$ cat config.mk
export PLATFORM = sky130hd
export DESIGN_NAME = mem_access_unit
export DESIGN_NICKNAME = d
export VERILOG_FILES = /design/src/rtl/mem_access_unit.sv
export SDC_FILE = /design/constraint.sdc
export NUM_CORES = 1
export LEC_CHECK = 0
export ABC_AREA = 1
export CAP_MARGIN = 20
export CORE_MARGIN = 5
export CORE_UTILIZATION = 38
export DETAILED_ROUTE_END_ITERATION = 6
export PLACE_DENSITY = 0.73
export SLEW_MARGIN = 20
export SYNTH_ARGS = -nofsm -noshare
export SYNTH_HDL_FRONTEND = slang
export SYNTH_SLANG_ARGS = --single-unit
$ cat constraint.sdc
create_clock -name clk -period 3.6 [get_ports clk]
set_input_delay 0.54 -clock clk [delete_from_list [all_inputs] [get_ports clk]]
set_output_delay 0.54 -clock clk [all_outputs]
set_load 0.1 [all_outputs]
$ cat src/rtl/mem_access_unit.sv
// MEM-stage load/store unit: request/ready data-memory access, load formatting, MEM/WB register.
// Define RISCV_DMEM_TIMEOUT_EN to enable the ACCESS timeout and mem_bus_err reporting.
module mem_access_unit #(
  parameter int REG_WIDTH      = 32,
  parameter int REG_ADDR_WIDTH = 5,
  parameter int DMEM_TIMEOUT   = 255
) (
  input  logic                      clk,
  input  logic                      reset,
  input  logic [REG_WIDTH-1:0]      EX_MEM_alu_out,
  input  logic [REG_WIDTH-1:0]      EX_MEM_dataB,
  input  logic [2:0]                EX_MEM_funct3,
  input  logic [REG_ADDR_WIDTH-1:0] EX_MEM_rd,
  input  logic                      EX_MEM_reg_write_en,
  input  logic                      EX_MEM_mem_write_en,
  input  logic                      EX_MEM_mem_read_en,
  input  logic                      EX_MEM_wb_sel,
  output logic                      dmem_req,
  output logic                      dmem_we,
  output logic [REG_WIDTH-1:0]      dmem_addr,
  output logic [3:0]                dmem_be,
  output logic [REG_WIDTH-1:0]      dmem_wdata,
  input  logic                      dmem_ready,
  input  logic [REG_WIDTH-1:0]      dmem_rdata,
  output logic                      mem_stall,
  output logic                      mem_misalign,
  output logic                      mem_bus_err,
  output logic [REG_WIDTH-1:0]      MEM_WB_wb_data,
  output logic [REG_ADDR_WIDTH-1:0] MEM_WB_rd,
  output logic                      MEM_WB_reg_write_en
);

  typedef enum logic {S_IDLE, S_ACCESS} state_e;

  state_e                    state_q, state_d;
  logic                      dmem_req_q, dmem_req_d;
  logic                      dmem_we_q, dmem_we_d;
  logic [REG_WIDTH-1:0]      dmem_addr_q, dmem_addr_d;
  logic [3:0]                dmem_be_q, dmem_be_d;
  logic [REG_WIDTH-1:0]      dmem_wdata_q, dmem_wdata_d;
  logic [1:0]                off_q, off_d;
  logic [2:0]                funct3_q, funct3_d;
  logic [REG_ADDR_WIDTH-1:0] rd_q, rd_d;
  logic                      wb_sel_q, wb_sel_d;
  logic                      rwe_q, rwe_d;
  logic [REG_WIDTH-1:0]      wb_data_q, wb_data_d;
  logic [REG_ADDR_WIDTH-1:0] wb_rd_q, wb_rd_d;
  logic                      wb_we_q, wb_we_d;
  logic                      misalign_q, misalign_d;
  logic                      stall;

  logic                      mem_op;
  logic                      misaligned;
  logic [3:0]                st_be;
  logic [REG_WIDTH-1:0]      st_wdata;
  logic [7:0]                ld_byte;
  logic [15:0]               ld_half;
  logic [REG_WIDTH-1:0]      ld_data;

`ifdef RISCV_DMEM_TIMEOUT_EN
  localparam int CNT_W = ($clog2(DMEM_TIMEOUT + 1) > 8) ? $clog2(DMEM_TIMEOUT + 1) : 8;
  logic [CNT_W-1:0] cnt_q, cnt_d;
  logic             bus_err_q, bus_err_d;
`endif

  // Request decode, alignment and store lane steering from the live EX/MEM fields.
  always_comb begin
    mem_op = EX_MEM_mem_read_en | EX_MEM_mem_write_en;
    case (EX_MEM_funct3[1:0])
      2'b00: begin
        misaligned = 1'b0;
        st_be      = 4'b0001 << EX_MEM_alu_out[1:0];
        st_wdata   = {(REG_WIDTH/8){EX_MEM_dataB[7:0]}};
      end
      2'b01: begin
        misaligned = EX_MEM_alu_out[0];
        st_be      = 4'b0011 << {EX_MEM_alu_out[1], 1'b0};
        st_wdata   = {(REG_WIDTH/16){EX_MEM_dataB[15:0]}};
      end
      default: begin
        misaligned = |EX_MEM_alu_out[1:0];
        st_be      = 4'b1111;
        st_wdata   = EX_MEM_dataB;
      end
    endcase
  end

  // Load formatting uses the offset/size captured on ACCESS entry.
  always_comb begin
    ld_byte = dmem_rdata[{off_q, 3'b000} +: 8];
    ld_half = dmem_rdata[{off_q[1], 4'b0000} +: 16];
    case (funct3_q)
      3'b000:  ld_data = {{(REG_WIDTH-8){ld_byte[7]}}, ld_byte};
      3'b100:  ld_data = {{(REG_WIDTH-8){1'b0}}, ld_byte};
      3'b001:  ld_data = {{(REG_WIDTH-16){ld_half[15]}}, ld_half};
      3'b101:  ld_data = {{(REG_WIDTH-16){1'b0}}, ld_half};
      default: ld_data = dmem_rdata;
    endcase
  end

  always_comb begin
    state_d      = state_q;
    dmem_req_d   = dmem_req_q;
    dmem_we_d    = dmem_we_q;
    dmem_addr_d  = dmem_addr_q;
    dmem_be_d    = dmem_be_q;
    dmem_wdata_d = dmem_wdata_q;
    off_d        = off_q;
    funct3_d     = funct3_q;
    rd_d         = rd_q;
    wb_sel_d     = wb_sel_q;
    rwe_d        = rwe_q;
    wb_data_d    = wb_data_q;
    wb_rd_d      = wb_rd_q;
    wb_we_d      = wb_we_q;
    misalign_d   = 1'b0;
    stall        = 1'b0;
`ifdef RISCV_DMEM_TIMEOUT_EN
    cnt_d        = cnt_q;
    bus_err_d    = 1'b0;
`endif
    case (state_q)
      S_IDLE: begin
        if (mem_op && !misaligned) begin
          state_d      = S_ACCESS;
          stall        = 1'b1;
          dmem_req_d   = 1'b1;
          dmem_we_d    = EX_MEM_mem_write_en;
          dmem_addr_d  = {EX_MEM_alu_out[REG_WIDTH-1:2], 2'b00};
          dmem_be_d    = st_be;
          dmem_wdata_d = st_wdata;
          off_d        = EX_MEM_alu_out[1:0];
          funct3_d     = EX_MEM_funct3;
          rd_d         = EX_MEM_rd;
          wb_sel_d     = EX_MEM_wb_sel;
          rwe_d        = EX_MEM_reg_write_en;
          wb_data_d    = '0;
          wb_rd_d      = '0;
          wb_we_d      = 1'b0;
`ifdef RISCV_DMEM_TIMEOUT_EN
          cnt_d        = '0;
`endif
        end else if (mem_op) begin
          misalign_d = 1'b1;
          wb_data_d  = '0;
          wb_rd_d    = '0;
          wb_we_d    = 1'b0;
        end else begin
          wb_data_d  = EX_MEM_alu_out;
          wb_rd_d    = EX_MEM_rd;
          wb_we_d    = EX_MEM_reg_write_en;
        end
      end
      S_ACCESS: begin
        stall = ~dmem_ready;
        if (dmem_ready) begin
          state_d      = S_IDLE;
          dmem_req_d   = 1'b0;
          dmem_we_d    = 1'b0;
          dmem_addr_d  = '0;
          dmem_be_d    = '0;
          dmem_wdata_d = '0;
          // ALU result is rebuilt from the held word address plus captured offset.
          wb_data_d    = wb_sel_q ? ld_data : {dmem_addr_q[REG_WIDTH-1:2], off_q};
          wb_rd_d      = rd_q;
          wb_we_d      = rwe_q;
        end
`ifdef RISCV_DMEM_TIMEOUT_EN
        else if (cnt_q == CNT_W'(DMEM_TIMEOUT - 1)) begin
          state_d      = S_IDLE;
          stall        = 1'b0;
          dmem_req_d   = 1'b0;
          dmem_we_d    = 1'b0;
          dmem_addr_d  = '0;
          dmem_be_d    = '0;
          dmem_wdata_d = '0;
          wb_data_d    = '0;
          wb_rd_d      = '0;
          wb_we_d      = 1'b0;
          bus_err_d    = 1'b1;
        end else begin
          cnt_d = cnt_q + 1'b1;
        end
`endif
      end
      default: state_d = S_IDLE;
    endcase
  end

  always_ff @(posedge clk or posedge reset) begin
    if (reset) begin
      state_q      <= S_IDLE;
      dmem_req_q   <= 1'b0;
      dmem_we_q    <= 1'b0;
      dmem_addr_q  <= '0;
      dmem_be_q    <= '0;
      dmem_wdata_q <= '0;
      off_q        <= '0;
      funct3_q     <= '0;
      rd_q         <= '0;
      wb_sel_q     <= 1'b0;
      rwe_q        <= 1'b0;
      wb_data_q    <= '0;
      wb_rd_q      <= '0;
      wb_we_q      <= 1'b0;
      misalign_q   <= 1'b0;
    end else begin
      state_q      <= state_d;
      dmem_req_q   <= dmem_req_d;
      dmem_we_q    <= dmem_we_d;
      dmem_addr_q  <= dmem_addr_d;
      dmem_be_q    <= dmem_be_d;
      dmem_wdata_q <= dmem_wdata_d;
      off_q        <= off_d;
      funct3_q     <= funct3_d;
      rd_q         <= rd_d;
      wb_sel_q     <= wb_sel_d;
      rwe_q        <= rwe_d;
      wb_data_q    <= wb_data_d;
      wb_rd_q      <= wb_rd_d;
      wb_we_q      <= wb_we_d;
      misalign_q   <= misalign_d;
    end
  end

`ifdef RISCV_DMEM_TIMEOUT_EN
  always_ff @(posedge clk or posedge reset) begin
    if (reset) begin
      cnt_q     <= '0;
      bus_err_q <= 1'b0;
    end else begin
      cnt_q     <= cnt_d;
      bus_err_q <= bus_err_d;
    end
  end

  assign mem_bus_err = bus_err_q;
`else
  assign mem_bus_err = 1'b0;
`endif

  // Stall is combinational from state; mask it so reset forces every output low at once.
  assign mem_stall           = stall & ~reset;
  assign dmem_req            = dmem_req_q;
  assign dmem_we             = dmem_we_q;
  assign dmem_addr           = dmem_addr_q;
  assign dmem_be             = dmem_be_q;
  assign dmem_wdata          = dmem_wdata_q;
  assign mem_misalign        = misalign_q;
  assign MEM_WB_wb_data      = wb_data_q;
  assign MEM_WB_rd           = wb_rd_q;
  assign MEM_WB_reg_write_en = wb_we_q;

endmodule

==> run summary, run 1 <==
The count of flip-flops with a built-in enable after synthesis works out to 0. The detailed-route DRC error count is 0, and the normalized max-slew margin is 30.0%. Measured along the y axis, the die boundary spans 136 um. The die area was 18500 um^2. After synthesis, the largest area contributor takes up 49.8% of total cell area. The number of antenna violations at the first check in global routing is 0. By area the synthesized netlist is led by sky130_fd_sc_hd__dfrtp_1, sky130_fd_sc_hd__nand2_1, sky130_fd_sc_hd__o21ai_0. The run finished with clean final reports. The Yosys step of the flow raised 0 warnings. The die is 136 um wide. Of all cell types, the one taking the most synthesized area is sky130_fd_sc_hd__dfrtp_1. The setup TNS after final layout is 0 ps, and the async set-reset flop share out of synthesis is 100%. The tools report the final-report setup violation count as 0. Data arrives at the worst endpoint at 2450 ps. The critical path goes through clkdlybuf4s50_1 -> nor2_4 -> inv_4 -> nand2_4 -> nand2_2 -> a21oi_1 -> buf_12. Input and output buffers added on the ports amount to 218. The repair_antennas step left the layout with diodes totalling 0.

The run gives 498 uV as the peak supply drop. The maximum level of the CTS H-tree came out at 4. Dividing the synthesized area by the synthesized cell count gives 8.03 um^2. Post-detailed-routing wire length: 21.0 mm. The largest individual stage delay along the critical path comes from the cell sky130_fd_sc_hd__clkdlybuf4s50_1. The smallest clock period supported by the final layout is computed as 2990 ps.

The tools report the kind of start point of the critical path as an input port. Final hold violation count: 0. The post-CTS repair timing setup buffer count is 0. Buffers inserted during clock tree synthesis total 17.

The tools report the later-pin clock latency in the skew report as 420 ps. Setup slack closes at 614 ps. CTS placed an instance of sky130_fd_sc_hd__clkbuf_16 at the clock tree root.

Total clock sinks: 120. In this run the standard cell core region covers 15700 um^2. The delay of the slowest cell on the worst path came out at 670 ps.

The area added between synthesis and finish works out to 49.5%. The pin count of the biggest net entering global routing was 49. Setup repair after global routing left no endpoint under its margin. Cells with a size suffix above 1 make up 8.24% of the layout. The achievable frequency was 335 MHz. The run gives 49.8% as the sequential element share of the synthesized area.

The first detailed-routing pass took 5 iterations. For the register-to-register setup slack, the log shows 1370 ps. The path class of the tightest hold or removal check is reg2reg. The detailed router placed 6068 vias in this run. Setup clock skew after layout: 11.3 ps. TritonCTS built the clock tree.

For this design the static power due to leakage is 4.04 nW. After clock tree synthesis, the repair step resized 0 gates. The floorplan has 46 rows. The tools report the kind of end point of the critical path as an output pin. For the synthesized netlist cell count, the log shows 750. The most used standard cell by instance count after synthesis is sky130_fd_sc_hd__nand2_1. The post-synthesis register bit count is 120. Fill cells in the final layout number 1394. The sum of net half-perimeters after detailed placement was 15.3 mm. The first-pass GRT wire length was 32.6 mm.

In this run the worst path has a maximum fanout of 19. The total global-route track usage is 22.8%. The tightest hold path in the finished design has a slack of 472 ps.

After the first detailed-routing iteration, the DRC count stood at 419. The global-route congestion overflow total was 0. The count of pins over their slew limit came out at 0.

Worst slack at placement: 526 ps. The slew at the pin closest to its max-slew limit is 1050 ps, and the mean routed wirelength per cell is 17.7 um. The number of nets in the layout came out at 1069.

In this run the deepest clock path goes through 2 buffers. After synthesis the cells add up to 6030 um^2. For this design, the CTS-stage hold fixing added 0 buffers. The final clock period utilization by the worst path works out to 82.9%. By count the netlist is led by sky130_fd_sc_hd__nand2_1, sky130_fd_sc_hd__dfrtp_1, sky130_fd_sc_hd__o21ai_0, sky130_fd_sc_hd__inv_1, sky130_fd_sc_hd__a21oi_1.

The power density of the placed cells came out at 846 nW/um^2. Via count of the first global-routing pass: 6048. In this run the remaining antenna-violating nets after routing total 0. For this run, the leading register cell type out of synthesis is sky130_fd_sc_hd__dfrtp_1. The run gives 33 as the number of library cell types mapped by synthesis.

The logs give 0 for the max-capacitance violation count and 3000 um^2 for the flip-flop and latch area. The number of vias per cell was 5.11; the final estimated routing congestion in global placement was 0.918. The tools report the count of pins on the block boundary as 222. After clock tree synthesis, the clock-pin slew on the worst setup and hold paths is 50 ps. Initial core utilization: 38.4%. For the worst setup path, the data required time is 3060 ps. The tools report the total area of multi-input combinational cells as 2500 um^2. Critical setup path kind: in2out.
cell usage in the layout, fill, tap and decap left out, types with 3 or more instances in the layout:
cell | netlist | layout
sky130_fd_sc_hd__nand4_1 | 5 | 5
sky130_fd_sc_hd__nand2_2 | 5 | 5
sky130_fd_sc_hd__inv_6 | 2 | 5
sky130_fd_sc_hd__clkinvlp_4 | 0 | 4
sky130_fd_sc_hd__conb_1 | 1 | 3
sky130_fd_sc_hd__o21ai_0 | 82 | 82
sky130_fd_sc_hd__inv_1 | 61 | 60
sky130_fd_sc_hd__nor2_1 | 25 | 23
sky130_fd_sc_hd__dfrtp_1 | 120 | 120
sky130_fd_sc_hd__o21ai_2 | 12 | 12
sky130_fd_sc_hd__nor2_4 | 2 | 3
sky130_fd_sc_hd__a21oi_1 | 53 | 53
sky130_fd_sc_hd__bufinv_16 | 0 | 4
sky130_fd_sc_hd__nand3_1 | 11 | 11
sky130_fd_sc_hd__clkbuf_16 | 0 | 17
sky130_fd_sc_hd__or2_2 | 3 | 3
sky130_fd_sc_hd__buf_4 | 5 | 13
sky130_fd_sc_hd__a22oi_1 | 30 | 30
sky130_fd_sc_hd__clkdlybuf4s50_1 | 0 | 217
sky130_fd_sc_hd__o211ai_1 | 8 | 8
sky130_fd_sc_hd__nand2_1 | 227 | 227
sky130_fd_sc_hd__o22ai_1 | 9 | 9
sky130_fd_sc_hd__buf_12 | 0 | 3
sky130_fd_sc_hd__o21ai_1 | 33 | 33
worst max-delay path: cells and delay by family:
kind	cells	cell delay [ps]
AND/OR/NAND/NOR	3	610
buffers and inverters	3	970
AO/OA/AOI/OAI	1	310
logic make-up after synthesis:
| logic type | after synthesis | share of synthesized area [%] |
|---|---|---|
| AND/OR/NAND/NOR | 281 | 18.8 |
| AO/OA/AOI/OAI | 234 | 22.3 |
| flip-flops | 120 | 49.8 |
| buffers and inverters | 114 | 9.01 |
| other | 1 | 0.0622 |
layer usage:
metal | part of all wire (%) | up-vias | global-route usage, %
li1 | - | 2902 | -
met1 | 41 | 2888 | 29.1
met2 | 48 | 236 | 36.8
met3 | 8.3 | 42 | 6.29
met4 | 3.1 | 0 | 9.18
met5 | 0 | - | 0
sequential cells by signal, indices dropped and copies added, names as in the netlist:
| name | flops |
|---|---|
| MEM_WB_wb_data | 32 |
| dmem_wdata | 32 |
| dmem_addr | 30 |
| MEM_WB_rd | 5 |
| rd_q | 5 |
| dmem_be | 4 |
| funct3_q | 3 |
| off_q | 2 |
| MEM_WB_reg_write_en | 1 |
| dmem_req | 1 |
| dmem_we | 1 |
| mem_misalign | 1 |
| rwe_q | 1 |
| state_q | 1 |
| wb_sel_q | 1 |
worst paths after layout:
path                                  startpoint           endpoint  cells past startpoint
worst min-delay path               dmem_wdata[1]      dmem_wdata[1]                      2
worst max register to register          wb_sel_q  MEM_WB_wb_data[4]                      7
worst max-delay path            EX_MEM_funct3[1]          mem_stall                      7
worst min register to register     dmem_wdata[1]      dmem_wdata[1]                      2
max in group asynchronous                  reset      dmem_addr[19]                      3
min in group asynchronous                  reset              rwe_q                      2
report_power, final:
group	internal (mW)	total, mW	switching (mW)
registers	1.67	1.88	0.217
clock network	1.18	1.84	0.658
logic	0.883	3.90	3.02
area by class of cell:
cell class	count	share of cell area (%)
multi-input cells	518	27.7
inverters	68	3.01
well taps	216	3.00
flip-flops and latches	120	33.3
clock buffers	18	4.88
clock inverters	14	2.18
repair buffers	233	25.9
through the flow:
step | utilization (%) | area (um^2) | total power, mW | cells
2_1_floorplan | - | 6040 | 4.78 | 752
3_3_place_gp | 53.3 | 8370 | 5.77 | 1155
3_5_place_dp | 53.3 | 8370 | 5.80 | 1155
4_1_cts | 57.3 | 9010 | 7.66 | 1187
5_1_grt | 57.3 | 9010 | 7.94 | 1187
6_report | 57.3 | 9010 | 7.62 | 1187
Power figures use the tool's default switching activity.
==> run 2: changes to the inputs <==
PLACE_DENSITY = 0.7   (was 0.73)
clock period = 2.92 ns   (was 3.6 ns; I/O delays follow)
==> run summary, run 2 (synthesized netlist as in run 1, its figures left out) <==
Later-pin clock latency in the skew report: 420 ps (about the same). Setup repair after global routing left no endpoint under its margin. Timing would allow up to 408 MHz.

The logs give 2010 ps (was 2450 ps) for the arrival time at the worst endpoint and 222 (unchanged) for the count of pins on the block boundary. The detailed-route DRC error count is 0 (unchanged), and the mean routed wirelength per cell is 17.6 um (was 17.7 um). The critical path capture point was mem_stall (unchanged). TritonCTS built the clock tree. The flow ran to the end, and the final reports show no timing, DRC or antenna violations. The tools report the final hold violation count as 0 (unchanged).

The path class of the lowest-slack min-delay path is in2async (was reg2reg). The critical path data required time was 2480 ps (was 3060 ps); the number of vias per cell was 5.05 (was 5.11). The beginning of the worst register-to-register path was wb_sel_q (unchanged).

The horizontal die dimension works out to 136 um (unchanged). The post-detailed-routing wire length is 20.9 mm (was 21.0 mm). The post-cts gate resize count was 0 (unchanged); the final hold slack was 413 ps (was 472 ps). The number of clock buffers inserted by TritonCTS came out at 17 (unchanged). The first-pass GRT wire length was 32.8 mm (was 32.6 mm). The global-route congestion overflow total came out at 0 (unchanged). The final estimated routing congestion in global placement came out at 0.936 (was 0.918).

The tools report the die area as 18500 um^2 (unchanged). The commonest non-fill, non-tap cell in the layout is sky130_fd_sc_hd__nand2_1 (unchanged). The setup TNS after final layout came out at 0 ps (unchanged). Launch point of the critical path: EX_MEM_funct3[1] (unchanged). The largest fanout on the critical path came out at 11 (was 19).

Height of the chip: 136 um (unchanged). The number of nets in the layout is 1069 (unchanged). The run gives 4 (unchanged) as the maximum level of the CTS H-tree. The final clock period utilization by the worst path is 83.9%. The via count of the first global-routing pass was 5980 (was 6048); the area added between synthesis and finish was 44.9% (was 49.5%). The tools report the number of antenna violations at the first check in global routing as 0 (unchanged).

Master cell of the clock root buffer: sky130_fd_sc_hd__clkbuf_16 (unchanged). The post-CTS repair timing setup buffer count is 0 (unchanged). The count of fill cells added during filler insertion was 1461 (was 1394).

The run gives 5990 (was 6068) as the vias after detailed routing. The worst path needs 2450 ps of the cycle, external delays included. The run gives 0 (unchanged) as the max-capacitance violation count. The quantity of hold-fixing buffers added after cts was 0 (unchanged).

For the starting DRC count in detailed routing, the log shows 476 (was 419). The total global-route track usage is 22.8% (about the same). The logs give 7 (was 5) for the number of detailed-routing iterations run before antenna repair and 0 (unchanged) for the final-report setup violation count. For the pin count of the biggest net entering global routing, the log shows 85 (was 49).

Kind of start point of the critical path: an input port (unchanged). The cell row count was 46 (unchanged); the count of pins over their slew limit was 0 (unchanged). The clock-pin slew on the worst setup and hold paths was 60 ps (was 50 ps); the setup clock skew after layout was 5.57 ps (was 11.3 ps). The kind of end point of the critical path is an output pin (unchanged). Worst reg2reg path endpoint: MEM_WB_wb_data[16] (was MEM_WB_wb_data[4]). The initial core utilization came out at 38.4% (unchanged).

The critical setup path kind was in2out (unchanged). The number of port buffers was 218 (unchanged). The power density of the placed cells works out to 1060 nW/um^2 (was 846 nW/um^2). The share of post-route cells with drive strength above 1 was 19.2% (was 8.24%).

The run gives 120 (unchanged) as the total clock sinks. The count of cells along the worst register-to-register path was 6 (was 7). The flip-flop and latch area was 3000 um^2 (unchanged); the sum of net half-perimeters after detailed placement was 15.2 mm (was 15.3 mm). The slew at the pin closest to its max-slew limit works out to 710 ps (was 1050 ps). The worst-case clock buffer depth was 2 (unchanged); the register-to-register setup slack was 870 ps (was 1370 ps). For the number of antenna cells inserted, the log shows 0 (unchanged). The total area of multi-input combinational cells is 2500 um^2 (about the same). Reported leakage power: 4.19 nW (was 4.04 nW). Commonest cells after routing, fill and taps aside: sky130_fd_sc_hd__nand2_1, sky130_fd_sc_hd__dfrtp_1, sky130_fd_sc_hd__buf_4 (was sky130_fd_sc_hd__nand2_1, sky130_fd_sc_hd__clkdlybuf4s50_1, sky130_fd_sc_hd__dfrtp_1). The peak supply drop is 511 uV (was 498 uV), and the post-detailed-route count of antenna-violating nets is 0 (unchanged). Normalized max-slew margin: 52.4% (was 30.0%).

Core region area: 15700 um^2 (unchanged).
## run 2: cell types whose count changed in the layout (fill, tap and decap cells not counted), moves of 2 or more
cell,change
sky130_fd_sc_hd__clkdlybuf4s50_1,-107
sky130_fd_sc_hd__inv_6,-3
sky130_fd_sc_hd__buf_4,+107
sky130_fd_sc_hd__clkbuf_1,+2
## run 2: routing by layer
| metal | vias to the layer above | share of wire [%] | global-route usage [%] |
|---|---|---|---|
| met5 | - | 0 | 0 |
| met2 | 225 | 47 | 36.1 |
| met4 | 0 | 2.8 | 9.29 |
| met1 | 2829 | 43 | 30.3 |
| li1 | 2898 | - | - |
| met3 | 38 | 7.2 | 5.33 |
## run 2: report_power, final
group / switching [mW] / internal [mW]
Clock: 0.779 / 1.45
Combinational: 3.70 / 0.968
Sequential: 0.279 / 2.05
## run 2: final cells by class
type / instances / area share (%)
clock inverter: 12 / 2.01
multi-input combinational: 518 / 28.7
clock buffer: 20 / 5.12
tap: 216 / 3.10
timing repair buffer: 233 / 23.6
sequential: 120 / 34.4
inverter: 68 / 3.11
## run 2: worst min-delay path by stage
stage	startpoint	end	slack [ps]	cells after the start
floorplan	rd_q[0]	rd_q[0]	460	2
global placement	dmem_wdata[6]	dmem_wdata[6]	460	2
detailed placement	dmem_wdata[7]	dmem_wdata[7]	460	2
CTS	reset	rd_q[4]	410	2
global route	reset	MEM_WB_rd[1]	440	2
finish	reset	MEM_WB_rd[1]	410	2
## run 2: worst max-delay path, stage by stage
cell and delay, ps:
sky130_fd_sc_hd__clkdlybuf4s50_1 510, sky130_fd_sc_hd__nor2_4 240, sky130_fd_sc_hd__inv_4 90, sky130_fd_sc_hd__nand2_4 80
sky130_fd_sc_hd__nand2_2 170, sky130_fd_sc_hd__a21oi_2 280, sky130_fd_sc_hd__buf_12 210
## run 2: through the flow
stage          instances  util (%)  total power [mW]  setup slack (ps)  cell area, um^2
2_1_floorplan        752         -              5.89               483             6040
3_3_place_gp        1155      51.6              7.01               507             8110
3_5_place_dp        1155      51.6              7.03               448             8110
4_1_cts             1187      55.6              9.28               461             8730
5_1_grt             1187      55.6              9.60               394             8730
6_report            1187      55.6              9.23               469             8730
